==> config.mk <==
export PLATFORM = sky130hd
export DESIGN_NAME = aes_round_controller_flat
export DESIGN_NICKNAME = d
export VERILOG_FILES = /design/src/rtl/aes_round_controller_if.sv /design/src/rtl/aes_round_controller.sv /design/src/flat_wrapper.sv
export SDC_FILE = /design/constraint.sdc
export NUM_CORES = 1
export LEC_CHECK = 0
export BUFFER_PORTS_ARGS = -buffer_cell sky130_fd_sc_hd__buf_4
export CAP_MARGIN = 20
export CELL_PAD_IN_SITES_DETAIL_PLACEMENT = 2
export CELL_PAD_IN_SITES_GLOBAL_PLACEMENT = 2
export CORE_MARGIN = 10
export CORE_UTILIZATION = 24
export DETAILED_ROUTE_END_ITERATION = 12
export GPL_TIMING_DRIVEN = 0
export HOLD_SLACK_MARGIN = 0.06
export PLACE_DENSITY_LB_ADDON = 0.3
export SLEW_MARGIN = 20
export SYNTH_ARGS = -nofsm -noshare
export SYNTH_HDL_FRONTEND = slang
export SYNTH_SLANG_ARGS = --single-unit
export TNS_END_PERCENT = 30
==> constraint.sdc <==
create_clock -name i_clock -period 2.2 [get_ports i_clock]
set_clock_uncertainty 0.2 [all_clocks]
set_input_delay 0.11 -clock i_clock [delete_from_list [all_inputs] [get_ports i_clock]]
set_output_delay 0.11 -clock i_clock [all_outputs]
set_load 0.05 [all_outputs]
==> src/rtl/aes_round_controller_if.sv <==
// Control handshake bundle between the AES round sequencer and its datapath.
// Key-expansion request/valid and the stage enables travel together here.
interface aes_round_controller_if;
   logic       i_start;
   logic       i_abort;
   logic       i_key_valid;
   logic       o_busy;
   logic       o_load;
   logic       o_sub_active;
   logic       o_shift_active;
   logic       o_mix_active;
   logic       o_key_req;
   logic       o_ark_active;
   logic [3:0] o_round;
   logic       o_last_round;
   logic       o_done;

   modport master (
      output i_start, i_abort, i_key_valid,
      input  o_busy, o_load, o_sub_active, o_shift_active,
      input  o_mix_active, o_key_req, o_ark_active,
      input  o_round, o_last_round, o_done
   );

   modport slave (
      input  i_start, i_abort, i_key_valid,
      output o_busy, o_load, o_sub_active, o_shift_active,
      output o_mix_active, o_key_req, o_ark_active,
      output o_round, o_last_round, o_done
   );
endinterface

==> src/rtl/aes_round_controller.sv <==
// Round sequencer for the iterative AES-128/192/256 encryption datapath.
// Steps shared stage registers through ARK0, then SUB/SHIFT/MIX/ARK per round.
module aes_round_controller #(
   parameter int NUM_ROUNDS = 10
) (
   input logic                   i_clock,
   input logic                   i_reset_n,
   aes_round_controller_if.slave ctl
);

   localparam logic [2:0] S_IDLE  = 3'd0;
   localparam logic [2:0] S_LOAD  = 3'd1;
   localparam logic [2:0] S_ARK0  = 3'd2;
   localparam logic [2:0] S_SUB   = 3'd3;
   localparam logic [2:0] S_SHIFT = 3'd4;
   localparam logic [2:0] S_MIX   = 3'd5;
   localparam logic [2:0] S_ARK   = 3'd6;
   localparam logic [2:0] S_DONE  = 3'd7;

   localparam logic [3:0] NR = 4'(NUM_ROUNDS);

   logic [2:0] state_q, state_d;
   logic [3:0] round_q, round_d;
   logic       last_w;

   assign last_w = (round_q == NR);

   always_comb begin
      state_d = state_q;
      round_d = round_q;
      // Abort outranks everything, even a start seen in IDLE.
      if (ctl.i_abort) begin
         state_d = S_IDLE;
      end else begin
         case (state_q)
            S_IDLE: begin
               if (ctl.i_start) begin
                  state_d = S_LOAD;
                  round_d = 4'd0;
               end
            end
            S_LOAD: state_d = S_ARK0;
            S_ARK0: begin
               if (ctl.i_key_valid) begin
                  state_d = S_SUB;
                  round_d = round_q + 4'd1;
               end
            end
            S_SUB:   state_d = S_SHIFT;
            S_SHIFT: state_d = last_w ? S_ARK : S_MIX;
            S_MIX:   state_d = S_ARK;
            S_ARK: begin
               if (ctl.i_key_valid) begin
                  if (last_w) begin
                     state_d = S_DONE;
                  end else begin
                     state_d = S_SUB;
                     round_d = round_q + 4'd1;
                  end
               end
            end
            S_DONE:  state_d = S_IDLE;
            default: state_d = S_IDLE;
         endcase
      end
   end

   always_ff @(posedge i_clock or negedge i_reset_n) begin
      if (!i_reset_n) begin
         state_q <= S_IDLE;
         round_q <= 4'd0;
      end else begin
         state_q <= state_d;
         round_q <= round_d;
      end
   end

   assign ctl.o_busy         = (state_q != S_IDLE);
   assign ctl.o_load         = (state_q == S_LOAD);
   assign ctl.o_sub_active   = (state_q == S_SUB);
   assign ctl.o_shift_active = (state_q == S_SHIFT);
   assign ctl.o_mix_active   = (state_q == S_MIX);
   assign ctl.o_key_req      = (state_q == S_ARK0) || (state_q == S_ARK);
   assign ctl.o_ark_active   = ctl.o_key_req & ctl.i_key_valid;
   assign ctl.o_round        = round_q;
   assign ctl.o_last_round   = last_w;
   assign ctl.o_done         = (state_q == S_DONE);

endmodule

==> src/flat_wrapper.sv <==
// flat-port wrapper written by rule: the top's interface ports become plain ports
module aes_round_controller_flat 
#(
   parameter int NUM_ROUNDS = 10
)
  (i_clock, i_reset_n, ctl_i_start, ctl_i_abort, ctl_i_key_valid, ctl_o_busy, ctl_o_load, ctl_o_sub_active, ctl_o_shift_active, ctl_o_mix_active, ctl_o_key_req, ctl_o_ark_active, ctl_o_round, ctl_o_last_round, ctl_o_done);
  aes_round_controller_if ctl_i ();
  input logic i_clock;
  input logic i_reset_n;
  input wire logic [$bits(ctl_i.i_start)-1:0] ctl_i_start;
  input wire logic [$bits(ctl_i.i_abort)-1:0] ctl_i_abort;
  input wire logic [$bits(ctl_i.i_key_valid)-1:0] ctl_i_key_valid;
  output wire logic [$bits(ctl_i.o_busy)-1:0] ctl_o_busy;
  output wire logic [$bits(ctl_i.o_load)-1:0] ctl_o_load;
  output wire logic [$bits(ctl_i.o_sub_active)-1:0] ctl_o_sub_active;
  output wire logic [$bits(ctl_i.o_shift_active)-1:0] ctl_o_shift_active;
  output wire logic [$bits(ctl_i.o_mix_active)-1:0] ctl_o_mix_active;
  output wire logic [$bits(ctl_i.o_key_req)-1:0] ctl_o_key_req;
  output wire logic [$bits(ctl_i.o_ark_active)-1:0] ctl_o_ark_active;
  output wire logic [$bits(ctl_i.o_round)-1:0] ctl_o_round;
  output wire logic [$bits(ctl_i.o_last_round)-1:0] ctl_o_last_round;
  output wire logic [$bits(ctl_i.o_done)-1:0] ctl_o_done;
  assign ctl_i.i_start = ctl_i_start;
  assign ctl_i.i_abort = ctl_i_abort;
  assign ctl_i.i_key_valid = ctl_i_key_valid;
  assign ctl_o_busy = ctl_i.o_busy;
  assign ctl_o_load = ctl_i.o_load;
  assign ctl_o_sub_active = ctl_i.o_sub_active;
  assign ctl_o_shift_active = ctl_i.o_shift_active;
  assign ctl_o_mix_active = ctl_i.o_mix_active;
  assign ctl_o_key_req = ctl_i.o_key_req;
  assign ctl_o_ark_active = ctl_i.o_ark_active;
  assign ctl_o_round = ctl_i.o_round;
  assign ctl_o_last_round = ctl_i.o_last_round;
  assign ctl_o_done = ctl_i.o_done;
  aes_round_controller #(.NUM_ROUNDS(NUM_ROUNDS)) u_core (.i_clock(i_clock), .i_reset_n(i_reset_n), .ctl(ctl_i));
endmodule
# [Yosys cells after proc, flatten, opt, wreduce, memory -nomap -nowiden]
# Index checks and enable logic that the tools add are counted.
# W data, S select, Z words.
[word_totals] regBits=7 latch_bits=0 ram_bits=0 mem_bits_ro=0 in_bits=5 output_inout_bits=13 elab_cells=38 memories=0
[op_classes] n_addsub=1 n_mul=0 n_div=0 n_lt_le_gt_ge=0 n_eq_ne=15 n_shift=0 muxes=12 bitwise_logic=2 n_reduce_logical=6
[ops] op="$pmux W3 S8" count=1
[ops] op="$mux W4" count=4
[ops] op="$mux W3" count=5
[ops] op="$eq A3 B3 Y1 const B" count=4
[ops] op="$pmux W4 S3" count=1
[ops] op="$ne A3 B3 Y1 const B" count=3
[ops] op="$ne A2 B2 Y1 const B" count=4
[ops] op="$eq A3 B2 Y1 const B" count=2
[ops] op="$reduce_and A6 Y1" count=1
[ops] op="$reduce_bool A3 Y1" count=2
[ops] op="$add A4 B1 Y4 const B" count=1
[ops] op="$eq A4 B4 Y1 const B" count=1
[ops] op="$eq A3 B1 Y1 const B" count=1
[ops] op="$logic_not A3 Y1" count=1
[ops] op="$reduce_and A3 Y1" count=1
[ops] op="$mux W2" count=1
[ops] op="$and A1 B1 Y1" count=1
[ops] op="$logic_or A1 B1 Y1" count=1
[ops] op="$not A1 Y1" count=1

# [Depth between registers and ports, before layout]
# Gate-level depths: netlist of run 1.
[logic_depth] depth_word=5 depth_mapped=6 mapped_depth_nobuf=6

# [Worst setup path after synthesis of run 1]
# OpenSTA, ideal clock, no wires.
[synth_path] path_type="register to register" startpoint="register u_core.round_q[1], in the netlist u_core.ctl.o_round[1]" endpoint="register u_core.round_q[2], in the netlist u_core.ctl.o_round[2]" setup_time_ns=0.121 arrival_ns=1.966 required_time_ns=1.879 setup_slack_ns=-0.087 stages_incl_launch_ff=6 path_buffers=0 synth_period_minus_slack_ns=2.287 path_cell_list="dfrtp_1 -> ha_1 -> and3b_1 -> nand2_1 -> and2_2 -> a22o_1"
[synth_lines] element="start: declaration" line_no="aes_round_controller.sv:23" rtl="logic [3:0] round_q, round_d;"
[synth_lines] element="start signal: assignment" line_no="aes_round_controller.sv:74" rtl="round_q <= round_d;"
[synth_lines] element="$eq A4 B4 Y1" line_no="aes_round_controller.sv:26" rtl="assign last_w = (round_q == NR);"
[synth_lines] element="named net ctl_o_last_round" line_no="flat_wrapper.sv:21" rtl="output wire logic [$bits(ctl_i.o_last_round)-1:0] ctl_o_last_round;"
[synth_lines] element="$ne A2 B2 Y1 (no line)"
[synth_lines] element="$reduce_and A6 Y1 (no line)"
# The timed path passes the listed nets, and every way through them passes these cells. The select of a mux whose other input is x is not followed.
# A chain may end at the register's enable or synchronous reset.

# [Worst setup path in the final report of run 1]
[layout_path] startpoint="register u_core.state_q[2]" endpoint="register u_core.round_q[2], in the netlist u_core.ctl.o_round[2]"
[layout_via] elab_chain_cells=3
[layout_lines] element="start: declaration" line_no="aes_round_controller.sv:22" rtl="logic [2:0] state_q, state_d;"
[layout_lines] element="start signal: assignment" line_no="aes_round_controller.sv:73" rtl="state_q <= state_d;"
[layout_lines] element="$eq A3 B3 Y1 (tied with other cells)" line_no="aes_round_controller.sv:35" rtl="case (state_q)"
[layout_lines] element="$ne A2 B2 Y1 (no line) or $reduce_bool A3 Y1 (tied branches)"
[layout_lines] element="$reduce_and A6 Y1 (no line)"
# Parallel ways exist; a longest one is shown, timed or not.

==> flow_summary.ini, run 1 <==
[job]
drv_cap = 0

[logic_synthesis]
synth_edf_count = 0
post-synth-top-area-cell = dfrtp_1
synthArstFlopShare_pct = 100
syn_avg_cell_area_um2 = 8.35
synthSimpleGateAreaFrac_pct = 28.3
synth_mux_area_share_pct = 2.18
ys_top_cells_by_area = dfrtp_1, inv_1, ha_1
mappedNetlistNets = 62
yosysSeqAreaShare_pct = 38.1
synth_compound_area_share_pct = 18.3
syn_area_um2 = 459
ys.flop_type = dfrtp_1
synth_xor_area_share_pct = 0
ys_ff_latch = 7
yosysTopAreaCellShare_pct = 38.1
postSynthCellCount = 55
synth_cell_types = 26
synth_common_cells = dfrtp_1, inv_1, nor2_1, nand2_1, nor3_1
synth_top_family_by_area = simple AND/OR/NAND/NOR gates
synth_fa_ha_area_share_pct = 5.45
yosys_warnings = 0

[worst_hold_path]
hold_class = input port to flip-flop

[die]
num_rows = 15
die_y_um = 63.7
die_w_um = 63.7
core_um2 = 1760
dieArea_um2 = 4060
ios = 18
start_util_pct = 26.0

[pwr]
vdd_drop_max_mv = 0.286
p_leak_nw = 0.343
power_density_nw_per_um2 = 747

[critical_path]
start_kind = flip-flop
cp_cell_sequence = or3b_1, a211oi_2, o21ai_1, a22o_1
worstPathRequired_ns = 2.14
crit_fanout = 8
cpPeakStageDelay_ns = 0.46
crit_family = compound AO/OA/AOI/OAI gates
crit_buf_inv = 0
crit_path_end_kind = flip-flop
worstPathArrival_ns = 1.84
crit_type = flip-flop to flip-flop
cpMaxStageDelayCell = dfrtp_1

[detailed_routing]
firstDrtPassIters = 2
antenna_left = 0
num_vias = 486
drc = 0
drt_wl_total_mm = 1.58
wl_per_cell_um = 15.2
drtIter0Drc = 6
via_per_inst = 4.67

[clock_network]
clk-insertion-delay-late_ns = 0.26
cts_buffers = 3
clkTransAtPathRegs_ns = 0.06
cts_tree = yes
cts.sinks = 7
clock-root-buffer = clkbuf_4
post_cts_buffers = 0
ctsLongestPathBuffers = 2
cts_htree_levels = 1

[cells_and_area]
fillCellCount = 225
fin_util_pct = 38.3
drive_above_1_share_pct = 31.6
area_growth_syn_to_layout_pct = 47.1
final_area_um2 = 676
n_antenna_cell = 0
nets = 87
final_cell_count_no_fill = 104

[timing]
setup-tns-final_ns = 0
layout_setup_ws_ns = 0.309
finalSetupViolCount = 0
fin_crit_sh_pct = 86.0
min_period_ns = 1.89
tightest_slew_ns = 0.473
drv_slew = 0
fmax_ghz = 0.529
rsz0062_at_grt = false
max_slew_margin_pct = 68.5
hold_viol = 0

[grt]
grt-ovfl-total = 0
grt_max_degree = 11
antenna_found_initial = 0
grt_usage_pct = 8.27
grt_pass1_vias = 538
grt_pass1_wl_mm = 2.66

[placed_design]
portBuffers = 17
gp_congestion = 0.731
place_area_um2 = 619
hpwl_mm = 1.23
place_inst = 97
pre_cts_ws_ns = 0.336

[status]
status = completed
-- worst reg2reg max path, stage by stage (launching register included) --
cell	delay (ns)
dfrtp_1	0.46
or3b_1	0.40
a211oi_2	0.33
o21ai_1	0.13
a22o_1	0.25
-- registers in the layout, indices dropped and copies added (netlist names) --
register and count:
u_core.state_q 3, u_core.ctl.o_round 4
-- layer usage --
metal	GRT usage, %	vias up	part of all wire [%]
li1	-	239	-
met1	9.66	236	49
met2	13.2	9	47
met3	2.79	2	2.6
met4	4.10	0	1.1
met5	0	-	0
-- cell type report --
cell class                      instances  area, um2  area share [%]
Multi-Input combinational cell         39        250            37.0
Sequential cell                         7        175            25.9
Timing Repair Buffer                   20        158            23.3
Tap cell                               25       31.3            4.63
Clock buffer                            4       26.3            3.89
Inverter                                7       26.3            3.89
Buffer                                  2       8.76            1.30
-- cells in the final DEF (no fill, tap or decap), drive strengths merged, types with 2 or more instances in the layout --
cell type and instances:
buf 17, inv 7, dfrtp 7, nor2 6
clkbuf 6, nand2 5, nor3 4, dlygate4sd3 3
nand2b 2, nand3 2, nor3b 2, a21oi 2
ha 2
-- power by group --
group	switching, mW	internal (mW)	leakage [nW]	total, mW
clock	0.0573	0.0699	0.0150	0.127
sequential	0.0137	0.144	0.0947	0.158
combinational	0.151	0.0687	0.233	0.220
total	0.223	0.282	0.343	0.505
-- through the flow --
| step | power [mW] | hold slack [ns] |
|---|---|---|
| floorplan | 0.308 | -0.386 |
| global placement | 0.374 | -0.271 |
| detailed placement | 0.379 | -0.269 |
| CTS | 0.513 | 0.0842 |
| global route | 0.537 | 0.136 |
| finish | 0.505 | 0.0924 |
-- repair_timing --
| item | 4_1_cts | 5_1_grt |
|---|---|---|
| gates resized for setup | 0 | 0 |
| hold buffers | 3 | 0 |
| hold endpoints to repair | 11 | 0 |
-- worst paths after layout --
check                                 startpoint                     to  slack (ns)  cells after the start
hold reg to reg            u_core.ctl.o_round[3]  u_core.ctl.o_round[3]        0.31                      1
min in group asynchronous              i_reset_n  u_core.ctl.o_round[1]        0.62                      3
max in group asynchronous              i_reset_n  u_core.ctl.o_round[3]        0.92                      3
setup reg to reg               u_core.state_q[2]  u_core.ctl.o_round[2]        0.31                      4
hold / removal                   ctl_i_key_valid  u_core.ctl.o_round[3]        0.09                      5
setup / recovery               u_core.state_q[2]  u_core.ctl.o_round[2]        0.31                      4
-- kinds of logic (layout without fill, tap and decap cells) --
kind of cell    after synthesis  count (layout)
fa+ha+maj                     2               2
simple gates                 25              25
compound gates               11              11
flops                         7               7
mux                           1               1
buf+inv                       9              33
Power figures use the tool's default switching activity.
==> inputs of run 2 (changes only) <==
--- a/config.mk
+++ b/config.mk
@@ -14,7 +14,7 @@
 export DETAILED_ROUTE_END_ITERATION = 12
 export GPL_TIMING_DRIVEN = 0
 export HOLD_SLACK_MARGIN = 0.06
-export PLACE_DENSITY_LB_ADDON = 0.3
+export PLACE_DENSITY = 0.8
 export SLEW_MARGIN = 20
 export SYNTH_ARGS = -nofsm -noshare
 export SYNTH_HDL_FRONTEND = slang
==> run 2 against run 1 <==
Final area did not move. Register-to-register slack improved by 0.05 ns. Combinational power barely moved. Global-route usage fell by 0.57 points. Utilization did not move. Highest routed layer unchanged. Flip-flop and latch count did not move. Final cell count did not move. Sequential power barely moved. Count of clock-buffer cells in the layout did not move. Via count fell by 1.4%.
==> flow_summary.ini, run 2 (synthesis results as in run 1) <==
[status]
status = completed

[placed_design]
place_inst = 97
portBuffers = 17
hpwl_mm = 1.16
gp_congestion = 0.736

[pwr]
p_seq_share_pct = 32.3
p_leak_nw = 0.343
power_density_nw_per_um2 = 727
p_int_mw = 0.282
vdd_drop_max_mv = 0.267
switching_share_pct = 42.7
p_sw_mw = 0.210
power_frac_clock_pct = 23.6
pwr-share-comb_pct = 44.1

[critical_path]
crit_path_end_kind = flip-flop
crit_family = compound AO/OA/AOI/OAI gates
crit_start = u_core.state_q[2]
cpPeakStageDelay_ns = 0.46
crit_fanout = 8
cp_cell_sequence = or3b_1, a211oi_2, o21ai_1, a22o_1
start_kind = flip-flop
worstPathRequired_ns = 2.14
crit_type = flip-flop to flip-flop
crit_buf_inv = 0
cpMaxStageDelayCell = dfrtp_1
reg2reg_from = u_core.state_q[2]
worstPathArrival_ns = 1.79

[cells_and_area]
area_growth_syn_to_layout_pct = 47.1
drive_above_1_share_pct = 31.6
layout_commonest_cell = buf_4
n_antenna_cell = 0
fillCellCount = 219
largest_register_ffs = 4
final_cell_count_no_fill = 104
layout_common_cells = buf_4, inv_1, dfrtp_1, nor2_1, nand2_1
nets = 87

[timing]
whs_ns = 0.0987
min_period_ns = 1.84
hold_viol = 0
fmax_ghz = 0.542
setup-tns-final_ns = 0
fin_crit_sh_pct = 83.8
max_slew_margin_pct = 72.0
drv_slew = 0
rsz0062_at_grt = false
tightest_slew_ns = 0.420
finalSetupViolCount = 0

[die]
ios = 18
die_w_um = 63.7
start_util_pct = 26.0
die_y_um = 63.7
dieArea_um2 = 4060
num_rows = 15
core_um2 = 1760

[grt]
grt-ovfl-total = 0
grt_pass1_vias = 527
grt_usage_pct = 7.70
grt_max_degree = 11
grt_pass1_wl_mm = 2.53
antenna_found_initial = 0

[detailed_routing]
antenna_left = 0
firstDrtPassIters = 2
drc = 0
drt_wl_total_mm = 1.46
num_vias = 479
wl_per_cell_um = 14.0
via_per_inst = 4.61
drtIter0Drc = 5

[clock_network]
clkTransAtPathRegs_ns = 0.06
cts_tree = yes
cts_buffers = 3
ctsLongestPathBuffers = 2
cts.sinks = 7
clock-root-buffer = clkbuf_4
cts_htree_levels = 1
clk-insertion-delay-late_ns = 0.25

[worst_hold_path]
hold_class = input port to flip-flop
hp-start = ctl_i_key_valid

[job]
drv_cap = 0
-- run 2: power groups by stage --
stage          combinational, mW  clock, mW  sequential [mW]
4_1_cts                    0.220      0.122            0.159
6_report                   0.217      0.116            0.159
2_1_floorplan              0.118          0            0.190
3_5_place_dp               0.215          0            0.162
3_3_place_gp               0.214          0            0.159
5_1_grt                    0.236      0.132            0.161
-- run 2: final cells by class --
type	count	area [um2]	share of cell area (%)
Buffer	2	8.76	1.30
Clock buffer	4	26.3	3.89
Inverter	7	26.3	3.89
Sequential cell	7	175	25.9
Multi-Input combinational cell	39	250	37.0
Tap cell	25	31.3	4.63
Timing Repair Buffer	20	158	23.3
-- run 2: final timing paths --
path / endpoint / slack [ns] / cells past startpoint
min reg2reg: u_core.ctl.o_round[3] / 0.33 / 1
min: u_core.ctl.o_round[3] / 0.1 / 5
max in group asynchronous: u_core.ctl.o_round[0] / 0.91 / 3
max: u_core.ctl.o_round[2] / 0.36 / 4
max reg2reg: u_core.ctl.o_round[2] / 0.36 / 4
min in group asynchronous: u_core.ctl.o_round[3] / 0.63 / 3
-- run 2: layer usage --
metal	vias up	part of all wire [%]	wire (um)	GRT usage, %
met5	-	0	0	0
met4	0	0.82	12	2.46
met3	2	7.9	115	4.53
met2	11	49	721	13.1
met1	230	42	608	7.78
li1	236	-	-	-
-- run 2: worst reg2reg max path, stage by stage (launching register included) --
cell and delay (ns):
dfrtp_1 0.46, or3b_1 0.40, a211oi_2 0.33, o21ai_1 0.12, a22o_1 0.23
-- run 2: stage by stage --
stage	cell area, um2	total power [mW]	worst slack, ns	utilization, %
after floorplan	460	0.308	0.0977	-
after global placement	619	0.373	0.355	35.1
after detailed placement	619	0.376	0.341	35.1
after CTS	676	0.501	0.350	38.3
after global routing	676	0.529	0.216	38.3
final	676	0.491	0.357	38.3
-- run 2: what timing repair did --
item,in CTS,in global routing
hold buffers,3,0
resized for setup,0,0
buffers inserted,0,0
endpoints found under the setup margin,0,0
hold endpoints to repair,10,0
